$ cat config.mk
export PLATFORM = sky130hd
export DESIGN_NAME = dq_window_sampler
export DESIGN_NICKNAME = d
export VERILOG_FILES = /design/src/rtl/sampler_pkg.sv /design/src/rtl/sampler_hist_ring.sv /design/src/rtl/dq_window_sampler.sv
export SDC_FILE = /design/constraint.sdc
export NUM_CORES = 1
export LEC_CHECK = 0
export CORE_ASPECT_RATIO = 1.25
export CORE_UTILIZATION = 40
export DETAILED_ROUTE_END_ITERATION = 10
export PLACE_DENSITY = 0.56
export SYNTH_ARGS = -nofsm -noshare
export SYNTH_HDL_FRONTEND = slang
export SYNTH_HIERARCHICAL = 1
export SYNTH_SLANG_ARGS = --single-unit
$ cat constraint.sdc
create_clock -name CLK -period 6.7 [get_ports CLK]
set_input_delay 1.005 -clock CLK [delete_from_list [all_inputs] [get_ports CLK]]
set_output_delay 1.005 -clock CLK [all_outputs]
set_load 0.02 [all_outputs]
$ cat src/rtl/sampler_pkg.sv
// Shared constants for the DQ window sampler: sample direction codes and
// default bus width / history depth.
package sampler_pkg;

  localparam logic DIR_BACK   = 1'b0;
  localparam logic DIR_FRONT  = 1'b1;
  localparam int   DEF_DATA_W = 8;
  localparam int   DEF_DEPTH  = 32;

endpackage

$ cat src/rtl/sampler_hist_ring.sv
// History ring for the DQ window sampler: one write per cycle at wr_ptr and
// one registered read port that holds its value while rd_en is low.
module sampler_hist_ring
  import sampler_pkg::*;
#(
  parameter int DATA_W = DEF_DATA_W,
  parameter int DEPTH  = DEF_DEPTH,
  parameter int OFS_W  = $clog2(DEPTH)
) (
  input  logic              CLK,
  input  logic              RST_N,
  input  logic [DATA_W:0]   wr_data,
  input  logic              rd_en,
  input  logic [OFS_W-1:0]  rd_ofs,
  input  logic              rd_byp,
  input  logic [DATA_W:0]   byp_data,
  output logic [DATA_W:0]   rd_data
);

  logic [DATA_W:0]  mem [DEPTH];
  logic [OFS_W-1:0] wr_ptr;
  logic [OFS_W-1:0] rd_addr;

  // Offset counts back from the entry being written this cycle.
  assign rd_addr = wr_ptr - rd_ofs;

  always_ff @(posedge CLK or negedge RST_N) begin
    if (!RST_N) begin
      wr_ptr  <= '0;
      rd_data <= '0;
      for (int i = 0; i < DEPTH; i++) mem[i] <= '0;
    end else begin
      mem[wr_ptr] <= wr_data;
      wr_ptr      <= wr_ptr + OFS_W'(1);
      if (rd_en) rd_data <= rd_byp ? byp_data : mem[rd_addr];
    end
  end

endmodule

$ cat src/rtl/dq_window_sampler.sv
// Samples the DQ bus at a cycle offset backward (history) or forward (future)
// from a strobe. Optional saturating statistics counters: SAMPLER_STATS_EN.
module dq_window_sampler
  import sampler_pkg::*;
#(
  parameter int DATA_W = DEF_DATA_W,
  parameter int DEPTH  = DEF_DEPTH,
  parameter int OFS_W  = $clog2(DEPTH)
) (
  input  logic              CLK,
  input  logic              RST_N,
  input  logic [DATA_W-1:0] DQ_OUT,
  input  logic              DQ_OUT_VALID,
  input  logic              STRB,
  input  logic              STRB_DIR,
  input  logic [OFS_W-1:0]  STRB_OFS,
  output logic [DATA_W-1:0] SMP_DATA,
  output logic              SMP_STB,
  output logic              SMP_DQ_VALID,
  output logic              COLLIDE
`ifdef SAMPLER_STATS_EN
  ,
  output logic [15:0]       STAT_SMP,
  output logic [15:0]       STAT_COLL
`endif
);

  logic [DEPTH-2:0] pend_q;
  logic [DEPTH-2:0] pend_set;
  logic [DEPTH-1:0] pend_ext;
  logic [OFS_W-1:0] fill_q;
  logic             stb_q;
  logic             due;
  logic             k_zero;
  logic             fwd_new;
  logic             now_req;
  logic             no_hist;
  logic             smp_req;
  logic             rd_byp;
  logic [DATA_W:0]  cur_data;
  logic [DATA_W:0]  byp_data;
  logic [DATA_W:0]  rd_data;

  // pend_q[j] marks a forward sample due j cycles from now; bit 0 is due now.
  assign pend_ext = {1'b0, pend_q};
  assign due      = pend_q[0];
  assign k_zero   = (STRB_OFS == '0);
  assign fwd_new  = STRB && (STRB_DIR == DIR_FRONT) && !k_zero;
  assign now_req  = STRB && !fwd_new;
  assign no_hist  = (STRB_OFS > fill_q);
  assign smp_req  = due || now_req;
  assign cur_data = {DQ_OUT, DQ_OUT_VALID};

  // A due forward sample always wins over an immediate request in the same cycle.
  assign rd_byp   = due || k_zero || no_hist;
  assign byp_data = (due || k_zero) ? cur_data : '0;

  // Flags the request cycle itself, so it is combinational from STRB.
  assign COLLIDE  = (fwd_new && pend_ext[STRB_OFS]) || (now_req && due);

  always_comb begin
    pend_set = '0;
    if (fwd_new) pend_set[STRB_OFS - OFS_W'(1)] = 1'b1;
  end

  always_ff @(posedge CLK or negedge RST_N) begin
    if (!RST_N) begin
      pend_q <= '0;
      fill_q <= '0;
      stb_q  <= 1'b0;
    end else begin
      pend_q <= (pend_q >> 1) | pend_set;
      stb_q  <= smp_req;
      if (fill_q != OFS_W'(DEPTH - 1)) fill_q <= fill_q + OFS_W'(1);
    end
  end

  sampler_hist_ring #(
    .DATA_W (DATA_W),
    .DEPTH  (DEPTH),
    .OFS_W  (OFS_W)
  ) u_ring (
    .CLK      (CLK),
    .RST_N    (RST_N),
    .wr_data  (cur_data),
    .rd_en    (smp_req),
    .rd_ofs   (STRB_OFS),
    .rd_byp   (rd_byp),
    .byp_data (byp_data),
    .rd_data  (rd_data)
  );

  assign SMP_STB      = stb_q;
  assign SMP_DATA     = rd_data[DATA_W:1];
  assign SMP_DQ_VALID = rd_data[0];

`ifdef SAMPLER_STATS_EN
  always_ff @(posedge CLK or negedge RST_N) begin
    if (!RST_N) begin
      STAT_SMP  <= '0;
      STAT_COLL <= '0;
    end else begin
      if (stb_q && (STAT_SMP != 16'hFFFF))    STAT_SMP  <= STAT_SMP + 16'd1;
      if (COLLIDE && (STAT_COLL != 16'hFFFF)) STAT_COLL <= STAT_COLL + 16'd1;
    end
  end
`endif

endmodule

**After elaboration in Yosys (flattened, before gate mapping)**

Cells that the tools add are included.

- Word-level logic and storage cells: 79
- Flip-flop bits (word level): 339

- $lt $le $gt $ge: 7
- Bitwise gates (word level): 3
- Reduce and logical (&&, ||, !) cells: 14
- Equal/unequal tests: 1
- Mux-type cells: 13
- Add/subtract/negate cells: 4

Operators with widths:

| kind | number |
|---|---|
| 288-bit bitwise mux | 1 |
| 9-bit binary-select mux with 5-bit select | 1 |
| 9-bit demux with 5-bit select | 1 |
| 9-bit 2-to-1 mux | 5 |
| 31-bit 2-to-1 mux | 1 |
| 30-bit by 31-bit OR with 31-bit output | 1 |
| 6-bit greater-or-equal comparator, second input constant | 2 |
| 5-bit by 6-bit < comparator with 1-bit output, second input constant | 2 |
| 5-bit NOT with 6-bit output | 2 |
| 5-bit by 1-bit adder with 5-bit output, second input constant | 2 |
| 1-bit logical AND | 7 |
| 6-bit by 1-bit < comparator with 1-bit output, second input constant | 1 |
| 1-bit binary-select mux with 5-bit select | 1 |
| 1-bit demux with 5-bit select | 1 |
| 5-bit by 1-bit greater-or-equal comparator with 1-bit output, second input constant | 1 |
| 5-bit > comparator | 1 |
| 5-bit zero test | 1 |
| 5-bit != test, second input constant | 1 |
| 5-bit by 1-bit subtractor with 5-bit output, second input constant | 1 |
| 5-bit subtractor | 1 |
| 1-bit logical OR | 4 |
| 1-bit zero test | 2 |
| 1-bit 2-to-1 mux | 2 |

**Longest topological paths before layout**

- Depth in word-level cells: 7
- Mapped depth: 13
- Mapped depth without buffers: 11

**By module**

The synthesis kept the hierarchy.

Modules (own cells, without submodules):

| module | cells each | times used | area an instance (sq um) |
|---|---|---|---|
| sampler_hist_ring | 927 | 1 | 14,038.5 |
| dq_window_sampler | 171 | 1 | 1,961.9 |

**Worst setup path after synthesis**

OpenSTA, ideal clock, no wires.

- Path kind: input to output
- Start point: input STRB_OFS[0]
- End point: output COLLIDE
- Stages: 6
- Arrival time: 2.330 ns
- Slack: 3.365 ns
- Path through: buf_6 mux4_2 mux2_4 nor3b_2 a31oi_1 a31o_1

- Cells in the longest elaborated chain, start to end: 7
- Elaborated cells between the ends (all ways): 10

Ends and longest elaborated chain:

| item | RTL line | text |
|---|---|---|
| from (decl) | dq_window_sampler.sv:16 | `input logic [OFS_W-1:0] STRB_OFS,` |
| parallel branches: the longest is 6 deep, another holds 1-bit binary-select mux with 5-bit select | -- |  |
| 1-bit logical OR * | dq_window_sampler.sv:59 | `assign COLLIDE = (fwd_new && pend_ext[STRB_OFS]) \|\| (now_req && due);` |
| to (decl) | dq_window_sampler.sv:20 | `output logic COLLIDE` |

Every way passes the cells marked *. The select of a mux whose other input is x is not followed.

**Worst setup path after layout**

Same ends and word-level chain as after synthesis.

==> flow_metrics.env <==
export IMPL_yosysTopAreaCell="dfrtp_1"
export IMPL_antenna_left=0
export IMPL_grtUsageTotal_pct=19.8
export IMPL_skew_ns=0.0208
export IMPL_cts_clk_slew_worst_paths_ns=0.06
export IMPL_syn_nets=1132
export IMPL_fin_nets=1142
export IMPL_cts_setup_buffers=0
export IMPL_synth_common_cells="339 x dfrtp_1, 309 x mux2_2, 74 x mux4_2, 59 x nand2_1, 54 x clkbuf_1"
export IMPL_synthTopCellsByArea="dfrtp_1 53%, mux2_2 22%, mux4_2 10%, nand2_1 1.4%, clkbuf_1 1.3%"
export IMPL_ys_async_sr_fraction_pct=100
export IMPL_ys_types=48
export IMPL_reg2reg_slack_ns=3.09
export IMPL_period_share_pct=71.9
export IMPL_place_gp_congestion=0.820
export IMPL_crit_path_max_fanout=13
export IMPL_p_leak_uw=0.00746
export IMPL_drcViolationCount=0
export IMPL_yosysSeqAreaShare_pct=53.0
export IMPL_fmaxAchievable_ghz=0.208
export IMPL_endpoint_kind="output pin"
export IMPL_grt_pass1_vias=9767
export IMPL_cts_hold_buf=0
export IMPL_clockRootBuffer="clkbuf_16"
export IMPL_crit_required_ns=5.69
export IMPL_irDropWorstVdd_v=0.000188
export IMPL_drt_iter0_drc=520
export IMPL_hold_viol_final=0
export IMPL_synth_edf_count=0
export IMPL_viasPerCell=5.59
export IMPL_pwr_share_clk_pct=43.0
export IMPL_grt_max_degree=185
export IMPL_antenna_found_initial=0
export IMPL_netlist_area_um2=16000
export IMPL_vias=9138
export IMPL_crit_path_start_kind="input pin"
export IMPL_fin_crit_ns=4.82
export IMPL_htree_levels=2
export IMPL_maxSlewViolCount=0
export IMPL_grt_overflow_total=0
export IMPL_critPathKind="in -> out"
export IMPL_fin_tns_setup_ns=0
export IMPL_tritoncts="done"
export IMPL_post_cts_resized=0
export IMPL_hpwl_um=24100
export IMPL_rsz0062_at_grt="no"
export IMPL_dp_cells=1566
export IMPL_holdWs_ns=0.459
export IMPL_switchingPower_uw=1210
export IMPL_synth_top_area_share_pct=53.0
export IMPL_port_buffers=28
export IMPL_drt_pass1_iterations=4
export IMPL_finalWirelength_um=38600
export IMPL_syn_inst=1098
export IMPL_layout_drive_gt1_share_pct=43.2
export IMPL_setup_viol=0
export IMPL_clk_latency_ns=0.54
export IMPL_die_h_um=226
export IMPL_io_pins=29
export IMPL_cts_buffers=38
export IMPL_dieArea_um2=40800
export IMPL_pwr_share_seq_pct=45.6
export IMPL_synth_avg_cell_area_um2=14.6
export IMPL_n_antenna_cell=0
export IMPL_row_count=81
export IMPL_final_area_um2=18100
export IMPL_worst_pin_slew_ns=1.07
export IMPL_grt_pass1_wl_um=61000
export IMPL_clock_sinks=339
export IMPL_synth_seq_cells=339
export IMPL_core_um2=39300
export IMPL_cp_arrival_ns=3.81
export IMPL_p_int_uw=3720
export IMPL_hold_class="reg -> reg"
export IMPL_start_util_pct=40.7
export IMPL_dpl_instance_area_um2=16800
export IMPL_ys_warn_count=6
export IMPL_pwr_share_comb_pct=11.5
export IMPL_fin_cells=1634
export IMPL_yosysMostFrequentCell="dfrtp_1"
export IMPL_p_sw_share_pct=24.6
export IMPL_maxCapViolations=0
export IMPL_syn_to_final_growth_pct=12.9
export IMPL_synth_flop_cell="dfrtp_1"
export IMPL_slew_headroom_pct=28.7
export IMPL_die_width_um=181
export IMPL_outcome="finished clean"
export IMPL_wl_per_cell_um=23.7
export IMPL_p_per_area_nw_per_um2=273
export IMPL_final_util_pct=45.9
export IMPL_clk_path_buf_depth=3
[power groups by stage]
stage	Combinational [uW]	Clock, uW	Sequential (uW)
detailed placement	572	0	2290
floorplan	340	0	2270
global placement	567	0	2280
finish	567	2120	2250
CTS	574	2190	2250
global route	612	2260	2260
[path summary, 6_finish.rpt]
kind,start,to,cells after the start
setup / recovery,STRB_OFS[0],COLLIDE,7
hold / removal,pend_q[4]$_DFF_PN0_,pend_q[3]$_DFF_PN0_,1
setup reg to reg,u_ring/wr_ptr[0]$_DFF_PN0_,u_ring/rd_data[5]$_DFFE_PN0P_,8
hold reg to reg,pend_q[4]$_DFF_PN0_,pend_q[3]$_DFF_PN0_,1
max in group asynchronous,RST_N,u_ring/rd_data[2]$_DFFE_PN0P_,2
min in group asynchronous,RST_N,pend_q[18]$_DFF_PN0_,1
[per-layer routing]
| metal | up-vias | wire [um] | track usage, % |
|---|---|---|---|
| met2 | 142 | 19200 | 33.6 |
| met3 | 44 | 1130 | 2.60 |
| li1 | 4050 | - | - |
| met5 | - | 0 | 0 |
| met4 | 0 | 857 | 5.60 |
| met1 | 4902 | 17400 | 26.7 |
[cell families after synthesis]
| kind of cell | count (synthesis) | share of synthesized area (%) |
|---|---|---|
| mux | 393 | 33.3 |
| compound gates | 78 | 3.83 |
| flops | 339 | 53.0 |
| simple gates | 173 | 5.42 |
| xor+xnor | 12 | 0.704 |
| fa+ha+maj | 16 | 1.30 |
| buf+inv | 87 | 2.46 |
[flip-flops by register name, summed over array words and instances, names as in the netlist]
name,cells
SMP_STB,1
pend_q,31
fill_q,5
u_ring/wr_ptr,5
u_ring/rd_data,9
u_ring/mem,288
[layout by cell type (no fill, tap or decap), drive strengths merged, types with 2 or more instances in the layout]
master,netlist,layout
clkinv,0,6
xor2,5,5
o21ai,12,12
nand2,59,59
nor2b,15,15
inv,12,14
mux2,312,312
mux4,78,78
o22ai,9,9
clkdlybuf4s50,0,27
mux2i,3,3
o21bai,19,19
nand3b,2,2
and3,11,11
bufinv,0,3
o41ai,9,9
a31o,2,2
dfrtp,339,339
and2,12,12
or2,2,2
a211oi,9,9
a21o,10,10
nand2b,14,14
clkinvlp,0,2
nor2,30,30
xnor2,7,7
a21oi,3,3
buf,21,18
nand3,19,19
nor3,5,5
clkbuf,54,55
ha,15,15
[critical path: stages]
cell and delay [ns]:
clkdlybuf4s50_1 0.91, mux4_1 0.63, mux2_4 0.28, nor3b_2 0.15
a31oi_1 0.06, a31o_1 0.24, clkdlybuf4s50_1 0.53
[cell type report]
type | instances | area, um^2
inverters | 12 | 45.0
fillers | 3517 | 21300
repair buffers | 45 | 450
well taps | 498 | 623
clock inverters | 13 | 164
clock buffers | 55 | 1120
multi-input cells | 672 | 7170
flip-flops and latches | 339 | 8480
[stage by stage]
stage | worst slack [ns] | power [uW]
3_5_place_dp | 1.64 | 2860
5_1_grt | 1.79 | 5140
6_report | 1.88 | 4940
3_3_place_gp | 1.65 | 2850
4_1_cts | 1.86 | 5010
2_1_floorplan | 3.36 | 2610
Power figures use the tool's default switching activity.
